--- src/rtl/riscv_pkg.sv ---
// Shared encodings for the memory stage: funct3 access types, FSM states,
// timeout counter width and the misalignment predicate.
package riscv_pkg;

    localparam int CNT_W = 8;

    typedef enum logic [2:0] {
        RW_B  = 3'b000,
        RW_H  = 3'b001,
        RW_W  = 3'b010,
        RW_BU = 3'b100,
        RW_HU = 3'b101
    } rw_type_e;

    typedef enum logic [1:0] {
        S_IDLE = 2'd0,
        S_REQ  = 2'd1,
        S_DONE = 2'd2
    } state_e;

    // Unlisted funct3 codes behave as word accesses.
    function automatic logic is_misaligned(input logic [2:0] rw_type, input logic [1:0] off);
        case (rw_type)
            RW_B, RW_BU: return 1'b0;
            RW_H, RW_HU: return off[0];
            default:     return off != 2'b00;
        endcase
    endfunction

endpackage

--- src/rtl/mem_align.sv ---
// Combinational byte-lane steering for stores and lane extraction plus
// sign/zero extension for loads.
module mem_align
    import riscv_pkg::*;
(
    input  logic [1:0]  i_st_off,
    input  logic [2:0]  i_st_type,
    input  logic        i_st_we,
    input  logic [31:0] i_st_data,
    output logic [3:0]  o_wstrb,
    output logic [31:0] o_wdata,
    input  logic [1:0]  i_ld_off,
    input  logic [2:0]  i_ld_type,
    input  logic [31:0] i_rdata,
    output logic [31:0] o_ld_data
);

    logic [7:0]  w_byte;
    logic [15:0] w_half;

    always_comb begin
        o_wdata = i_st_data;
        o_wstrb = 4'b1111;
        case (i_st_type)
            RW_B, RW_BU: begin
                o_wdata = {4{i_st_data[7:0]}};
                o_wstrb = 4'(4'b0001 << i_st_off);
            end
            RW_H, RW_HU: begin
                o_wdata = {2{i_st_data[15:0]}};
                o_wstrb = i_st_off[1] ? 4'b1100 : 4'b0011;
            end
            default: ;
        endcase
        if (!i_st_we) o_wstrb = 4'b0000;
    end

    always_comb begin
        case (i_ld_off)
            2'd0:    w_byte = i_rdata[7:0];
            2'd1:    w_byte = i_rdata[15:8];
            2'd2:    w_byte = i_rdata[23:16];
            default: w_byte = i_rdata[31:24];
        endcase
        // Half select ignores bit 0 so an untrapped odd address still lands on a half.
        w_half = i_ld_off[1] ? i_rdata[31:16] : i_rdata[15:0];
        case (i_ld_type)
            RW_B:    o_ld_data = {{24{w_byte[7]}}, w_byte};
            RW_BU:   o_ld_data = {24'h0, w_byte};
            RW_H:    o_ld_data = {{16{w_half[15]}}, w_half};
            RW_HU:   o_ld_data = {16'h0, w_half};
            default: o_ld_data = i_rdata;
        endcase
    end

endmodule

--- src/rtl/mem_access_unit.sv ---
// Memory-stage load/store engine: IDLE/REQ/DONE handshake to the data bus
// with pipeline stall. Optional MISALIGN_TRAP_EN traps misaligned H/W accesses.
module mem_access_unit
    import riscv_pkg::*;
#(
    parameter int TIMEOUT = 255
) (
    input  logic        clk,
    input  logic        rst,
    input  logic [31:0] ALU_result_i,
    input  logic [31:0] Rd_data2_i,
    input  logic        MemRead_i,
    input  logic        MemWrite_i,
    input  logic [2:0]  RW_type_i,
    output logic        stall_o,
    output logic [31:0] Mem_data_o,
    output logic        misalign_o,
    output logic        bus_err_o,
    output logic        dbus_req_o,
    output logic        dbus_we_o,
    output logic [31:0] dbus_addr_o,
    output logic [31:0] dbus_wdata_o,
    output logic [3:0]  dbus_wstrb_o,
    input  logic        dbus_ack_i,
    input  logic [31:0] dbus_rdata_i
);

    state_e            r_state, w_next;
    logic [31:0]       r_addr, r_wdata;
    logic [2:0]        r_type;
    logic              r_we;
    logic [3:0]        r_wstrb;
    logic [CNT_W-1:0]  r_cnt;
    logic              r_err_arm;

    logic              w_acc, w_mis, w_stall, w_req, w_capture, w_ack, w_timeout;
    logic [31:0]       w_st_wdata, w_ld_data;
    logic [3:0]        w_st_wstrb;

    assign w_acc = MemRead_i | MemWrite_i;

`ifdef MISALIGN_TRAP_EN
    logic r_mis_arm;
    assign w_mis      = is_misaligned(RW_type_i, ALU_result_i[1:0]);
    assign misalign_o = (r_state == S_DONE) && r_mis_arm;

    always_ff @(posedge clk or posedge rst) begin
        if (rst)            r_mis_arm <= 1'b0;
        else if (w_capture) r_mis_arm <= w_mis;
    end
`else
    assign w_mis      = 1'b0;
    assign misalign_o = 1'b0;
`endif

    mem_align u_align (
        .i_st_off  (ALU_result_i[1:0]),
        .i_st_type (RW_type_i),
        .i_st_we   (MemWrite_i),
        .i_st_data (Rd_data2_i),
        .o_wstrb   (w_st_wstrb),
        .o_wdata   (w_st_wdata),
        .i_ld_off  (r_addr[1:0]),
        .i_ld_type (r_type),
        .i_rdata   (dbus_rdata_i),
        .o_ld_data (w_ld_data)
    );

    always_ff @(posedge clk or posedge rst) begin
        if (rst) r_state <= S_IDLE;
        else     r_state <= w_next;
    end

    always_comb begin
        w_next    = r_state;
        w_stall   = 1'b0;
        w_req     = 1'b0;
        w_capture = 1'b0;
        w_ack     = 1'b0;
        w_timeout = 1'b0;
        case (r_state)
            S_IDLE: begin
                if (w_acc) begin
                    w_stall   = 1'b1;
                    w_capture = 1'b1;
                    w_next    = w_mis ? S_DONE : S_REQ;
                end
            end
            S_REQ: begin
                w_stall = 1'b1;
                w_req   = 1'b1;
                if (dbus_ack_i) begin
                    w_ack  = 1'b1;
                    w_next = S_DONE;
                end else if (r_cnt == CNT_W'(TIMEOUT - 1)) begin
                    w_timeout = 1'b1;
                    w_next    = S_DONE;
                end
            end
            default: w_next = S_IDLE;
        endcase
    end

    // Gate with rst so an access held on the strobes cannot re-stall during reset.
    assign stall_o      = w_stall & ~rst;
    assign dbus_req_o   = w_req;
    assign dbus_we_o    = w_req & r_we;
    assign dbus_addr_o  = w_req ? {r_addr[31:2], 2'b00} : 32'h0;
    assign dbus_wdata_o = w_req ? r_wdata : 32'h0;
    assign dbus_wstrb_o = w_req ? r_wstrb : 4'h0;
    assign bus_err_o    = (r_state == S_DONE) && r_err_arm;

    always_ff @(posedge clk or posedge rst) begin
        if (rst) begin
            r_addr     <= '0;
            r_wdata    <= '0;
            r_type     <= '0;
            r_we       <= 1'b0;
            r_wstrb    <= '0;
            r_cnt      <= '0;
            r_err_arm  <= 1'b0;
            Mem_data_o <= '0;
        end else begin
            if (w_capture) begin
                r_addr    <= ALU_result_i;
                r_wdata   <= w_st_wdata;
                r_type    <= RW_type_i;
                r_we      <= MemWrite_i;
                r_wstrb   <= w_st_wstrb;
                r_cnt     <= '0;
                r_err_arm <= 1'b0;
            end
            if (w_req && !w_ack && !w_timeout) r_cnt <= r_cnt + 1'b1;
            if (w_timeout) r_err_arm <= 1'b1;
            if (w_ack && !r_we) Mem_data_o <= w_ld_data;
        end
    end

endmodule

--- config.mk ---
export PLATFORM = sky130hd
export DESIGN_NAME = mem_access_unit
export DESIGN_NICKNAME = d
export VERILOG_FILES = /design/src/rtl/riscv_pkg.sv /design/src/rtl/mem_align.sv /design/src/rtl/mem_access_unit.sv
export SDC_FILE = /design/constraint.sdc
export NUM_CORES = 1
export LEC_CHECK = 0
export CORE_MARGIN = 1.5
export CORE_UTILIZATION = 47
export CTS_CLUSTER_SIZE = 30
export DETAILED_ROUTE_END_ITERATION = 10
export GPL_TIMING_DRIVEN = 0
export PLACE_DENSITY = 0.84
export SLEW_MARGIN = 20
export SYNTH_ARGS = -nofsm -noshare
export SYNTH_HDL_FRONTEND = slang
export SYNTH_HIERARCHICAL = 1
export SYNTH_SLANG_ARGS = --single-unit
--- constraint.sdc ---
create_clock -name clk -period 4.7 [get_ports clk]
set_input_delay 0.94 -clock clk [delete_from_list [all_inputs] [get_ports clk]]
set_output_delay 0.94 -clock clk [all_outputs]
set_load 0.02 [all_outputs]
Word level (Yosys, flattened, before mapping)

Index checks and enable logic that the tools add are counted.

$add $sub $neg: 1
Equal/unequal tests: 13
Shift-type cells: 1
Muxes and demuxes: 27
Bitwise gates (word level): 4
Reduce and logical (&&, ||, !) cells: 16

Operators by type and width:

| kind                                                                  | number |
|---|---|
| 32-bit one-hot mux with 4 select lines                                | 1 |
| 32-bit 2-to-1 mux                                                     | 2 |
| 32-bit one-hot mux with 2 select lines                                | 1 |
| 8-bit one-hot mux with 3 select lines                                 | 1 |
| 16-bit 2-to-1 mux                                                     | 1 |
| 8-bit 2-to-1 mux                                                      | 2 |
| 3-bit equality test, second input constant                            | 4 |
| 4-bit 2-to-1 mux                                                      | 3 |
| 1-bit 2-to-1 mux                                                      | 10 |
| 8-bit by 1-bit adder with 8-bit output, second input constant         | 1 |
| 8-bit equality test, second input constant                            | 1 |
| 4-bit one-hot mux with 2 select lines                                 | 1 |
| 3-bit by 1-bit equality test with 1-bit output, second input constant | 2 |
| 3-bit logical NOT                                                     | 2 |
| 2-bit 2-to-1 mux                                                      | 3 |
| 2-bit by 1-bit equality test with 1-bit output, second input constant | 2 |
| 2-bit equality test, second input constant                            | 2 |
| 1-bit logical AND                                                     | 4 |
| 2-bit logical NOT                                                     | 2 |
| 2-bit one-hot mux with 2 select lines                                 | 1 |
| 2-bit nonzero test                                                    | 2 |
| 2-bit OR reduction                                                    | 2 |
| 1-bit by 2-bit left shift with 4-bit output, first input constant     | 1 |
| 1-bit logical NOT                                                     | 3 |
| other kinds (7)                                                       | 8 |

Flip-flop bits (word level): 115
Bits of input ports: 104
Output and inout bits: 105
Logic and storage cells: 71

Depth between registers and ports, before layout

Word-level depth: 7
Depth in mapped cells: 7
Mapped depth without buffers: 6

Modules after synthesis

Netlist, hierarchy kept.

Modules (own cells, without submodules):

| module          | times used | cells an instance | area an instance (sq um) | seq. area each (sq um) |
|---|---|---|---|---|
| mem_access_unit | 1          | 513               | 5118.7                   | 2877.8 |
| mem_align       | 1          | 173               | 1272.5                   | 0.0 |

Worst setup path before layout

Ideal clock, no wire load.

Path kind: input to output
From: input MemWrite_i
To: output stall_o
Data arrival time: 1.432 ns
Required time: 3.760 ns
Path slack: 2.328 ns
Stages: 2
Buffers on the path: 0
Path through: nor3_1 > nor3_1

Cells in the longest elaborated chain, start to end: 4

Ends and longest elaborated chain:

| what                                  | line                   | RTL |
|---|---|---|
| start, declared                       | mem_access_unit.sv:13  | `input logic MemWrite_i,` |
| 1-bit OR                              | mem_access_unit.sv:40  | `assign w_acc = MemRead_i \| MemWrite_i;` |
| 1-bit 2-to-1 mux                      | mem_access_unit.sv:83  | `if (w_acc) begin` |
| 1-bit one-hot mux with 2 select lines | mem_access_unit.sv:81  | `case (r_state)` |
| 1-bit bitwise AND                     | mem_access_unit.sv:105 | `assign stall_o = w_stall & ~rst;` |
| end, declared                         | mem_access_unit.sv:15  | `output logic stall_o,` |

No other way between the ends.

Worst setup path after layout

From: register r_state[1]
To: output dbus_wdata_o[25]

Cells in the longest elaborated chain, start to end: 3

Ends and longest elaborated chain:

| what                                           | line                   | RTL |
|---|---|---|
| start, declared                                | mem_access_unit.sv:28  | `state_e r_state, w_next;` |
| start signal, assigned                         | mem_access_unit.sv:71  | `else r_state <= w_next;` |
| 2-bit by 1-bit equality test with 1-bit output | mem_access_unit.sv:81  |  |
| 1-bit 2-to-1 mux                               | mem_access_unit.sv:81  |  |
| 32-bit 2-to-1 mux                              | mem_access_unit.sv:109 | `assign dbus_wdata_o = w_req ? r_wdata : 32'h0;` |
| end, declared                                  | mem_access_unit.sv:22  | `output logic [31:0] dbus_wdata_o,` |

No other way between the ends.

==> results.cfg <==
[run_status]
outcome = completed

[power]
leakage_nw = 4.28
vdd.ir_drop.worst_mv = 0.395
p_total_w = 0.00622
p_per_area_nw_per_um2 = 668

[synth]
yosys_warnings = 6
yosys-top-cells-area = dfrtp_1, nand2_1, mux2_4
synth_area_per_cell_um2 = 9.32
synth_top_area_share_pct = 45.0
ys_types = 46
synth_cells = 686
yosysTopAreaCell = dfrtp_1
syn_area_um2 = 6390
ys_seq_elements = 115
yosysSeqAreaShare_pct = 45.0

[clock_tree]
clk_pin_slew_worst_paths_ns = 0.05
cts_tree = yes
htree_levels = 4
clk_path_buf_depth = 2
hold_buffers = 0
cts_buffers = 17
clock_latency_ns = 0.41
cts_sinks = 115
postCtsSetupRepairBufs = 0
cts-resized-gates = 0
clockRootBuffer = clkbuf_16

[global_routing]
grt_max_degree = 59
track_usage_pct = 26.8
grt_pass1_wl_mm = 29.5
antenna_found_initial = 0
overflow = 0
grt_pass1_vias = 5664

[placed_design]
dpl_cell_area_um2 = 8700
dp_hpwl_mm = 13.5
portBuffers = 205
gp_congestion = 0.896

[critical_path]
crit_required_ns = 3.76
path_class = register to output port
crit_top_cell = clkbuf_1
path_delay_family = buffers and inverters
crit_arrival_ns = 2.97
worstPathCellList = nor2b_2 > clkbuf_1 > clkbuf_1 > and2_1 > clkdlybuf4s50_1
worst-path-buf-inv = 3
critPathMaxFanout = 10
worstSetupStartpointType = register
critPathCaptureType = output port
slowest_stage = clkdlybuf4s50_1
cp_slowest_stage_delay_ns = 0.65

[sta]
period_share_pct = 83.1
hold_viol = 0
clock_skew_ns = 0.00670
setup_violations = 0
min_period_ns = 3.91
rsz0062_at_grt = no
relSlewSlack_pct = 50.3
worst_pin_slew_ns = 0.740
final_max_slew_viol_count = 0
timing.fmax_ghz = 0.256
fin_setup_tns_ns = 0

[min_path]
hold_path.class = register to register

[die]
die-area_um2 = 14300
fp-row-count = 42
core_area_um2 = 13200
dieWidth_um = 120
boundaryPins = 209
start_util_pct = 48.3
die_y_um = 120

[layout]
area_delta_synth_final_pct = 45.8
finish.instance_area_um2 = 9320
fin_nets = 1019
drive_gt1_share_pct = 14.9
final_util_pct = 70.4
num_antenna_cells = 0

[route]
drc = 0
dr.pass1.iters = 5
wire_per_inst_um = 16.9
drtAntennaViolNets = 0
drt-total-wl_mm = 18.6
drtIter0Drc = 391
vias = 5720
vias_per_cell = 5.19

[job]
drv_cap = 0
==> layout make-up <==
| class | instances | area [µm²] |
|---|---|---|
| Multi-Input combinational cell | 503 | 3110 |
| Clock buffer | 23 | 488 |
| Timing Repair Buffer | 206 | 2080 |
| Fill cell | 1059 | 3930 |
| Sequential cell | 115 | 2880 |
| Inverter | 14 | 57.6 |
| Buffer | 56 | 360 |
| Tap cell | 176 | 220 |
| Clock inverter | 9 | 126 |
==> through the flow <==
stage,setup WS [ns],hold WS (ns),std cells
after global placement,-1.10,0.449,1069
after floorplan,0.716,0.437,688
final,0.795,0.462,1102
after CTS,0.720,0.468,1102
after global routing,0.635,0.482,1102
after detailed placement,1.17,0.454,1070
==> cell usage in the layout, fill, tap and decap left out, types with 3 or more instances in the layout <==
| master | netlist | routed |
|---|---|---|
| o21a_1 | 3 | 3 |
| mux2_4 | 30 | 30 |
| nand2_1 | 237 | 237 |
| nand3_1 | 6 | 6 |
| nand2b_1 | 3 | 3 |
| dfrtp_1 | 115 | 115 |
| a31o_2 | 3 | 3 |
| mux4_2 | 8 | 8 |
| clkdlybuf4s50_1 | 0 | 205 |
| o21ai_1 | 4 | 4 |
| conb_1 | 1 | 3 |
| inv_1 | 14 | 13 |
| a311oi_1 | 8 | 8 |
| clkbuf_16 | 0 | 17 |
| nor2b_1 | 3 | 3 |
| or3_1 | 3 | 3 |
| buf_12 | 3 | 3 |
| o21ai_0 | 19 | 19 |
| and2_1 | 68 | 68 |
| clkinv_2 | 0 | 4 |
| o22ai_1 | 7 | 7 |
| clkbuf_1 | 17 | 19 |
| buf_4 | 15 | 15 |
| mux2i_1 | 8 | 8 |
| a221o_1 | 8 | 8 |
| buf_2 | 18 | 18 |
| mux2_2 | 17 | 17 |
| nor2_1 | 17 | 17 |
| a22o_1 | 9 | 9 |
| a21oi_1 | 15 | 15 |
| clkbuf_8 | 0 | 4 |
| buf_6 | 3 | 3 |
| bufinv_16 | 0 | 3 |
==> cell usage after synthesis, drive strengths merged <==
cell type	number
nand3b	1
a311oi	8
nand3	6
a221o	8
nand4	1
nor3	2
mux2i	8
or3b	1
mux4	8
clkbuf	17
nor3b	2
and2	68
mux2	49
nor2b	4
and3	1
or3	3
conb	1
or4	2
o31ai	2
o21a	3
o21ai	24
and3b	1
buf	39
or2	2
a22o	9
o22ai	7
inv	14
a31o	3
nand2	237
o2111ai	1
a21oi	16
o211ai	1
nand2b	3
dfrtp	115
nor2	17
ha	2
==> layer usage <==
layer  global-route usage (%)  part of all wire, %
met2                     43.7                   48
met3                     10.9                  9.9
met5                        0                    0
met4                     10.5                  2.4
met1                     31.6                   40
==> worst min-delay path, cell delays in order (launching register included) <==
cell and delay [ns]:
dfrtp_1 0.33, nand2_1 0.05, nand2_1 0.06
==> worst paths after layout <==
path,slack [ns],to,startpoint,depth (start not counted)
max,0.79,dbus_wdata_o[25],r_state[1],5
min,0.46,r_addr[2],r_addr[2],2
max reg2reg,2.59,Mem_data_o[19],r_addr[0],6
min reg2reg,0.46,r_addr[2],r_addr[2],2
max in group asynchronous,3.04,Mem_data_o[31],rst,3
min in group asynchronous,0.99,r_addr[27],rst,2
==> report_power, final <==
group,internal (W),switching [W],leakage [nW]
sequential,0.00144,0.000260,1.43
clock,0.000886,0.000443,0.303
combinational,0.00150,0.00169,2.54
total,0.00383,0.00240,4.28
==> sequential cells by signal (all words and copies together) (netlist names) <==
register    cells
Mem_data_o     32
r_addr         32
r_cnt           8
r_err_arm       1
r_state         2
r_type          3
r_wdata        32
r_we            1
r_wstrb         4
==> logic make-up after synthesis <==
logic type,after synthesis,synth area share [%]
AOI/OAI and AO/OA,82,8.87
other,1,0.0587
muxes,65,14.5
DFF,115,45.0
and+or+nand+nor,351,24.7
adders and majority gates,2,0.391
buffers and inverters,70,6.46
(Power assumes the default switching activity.)
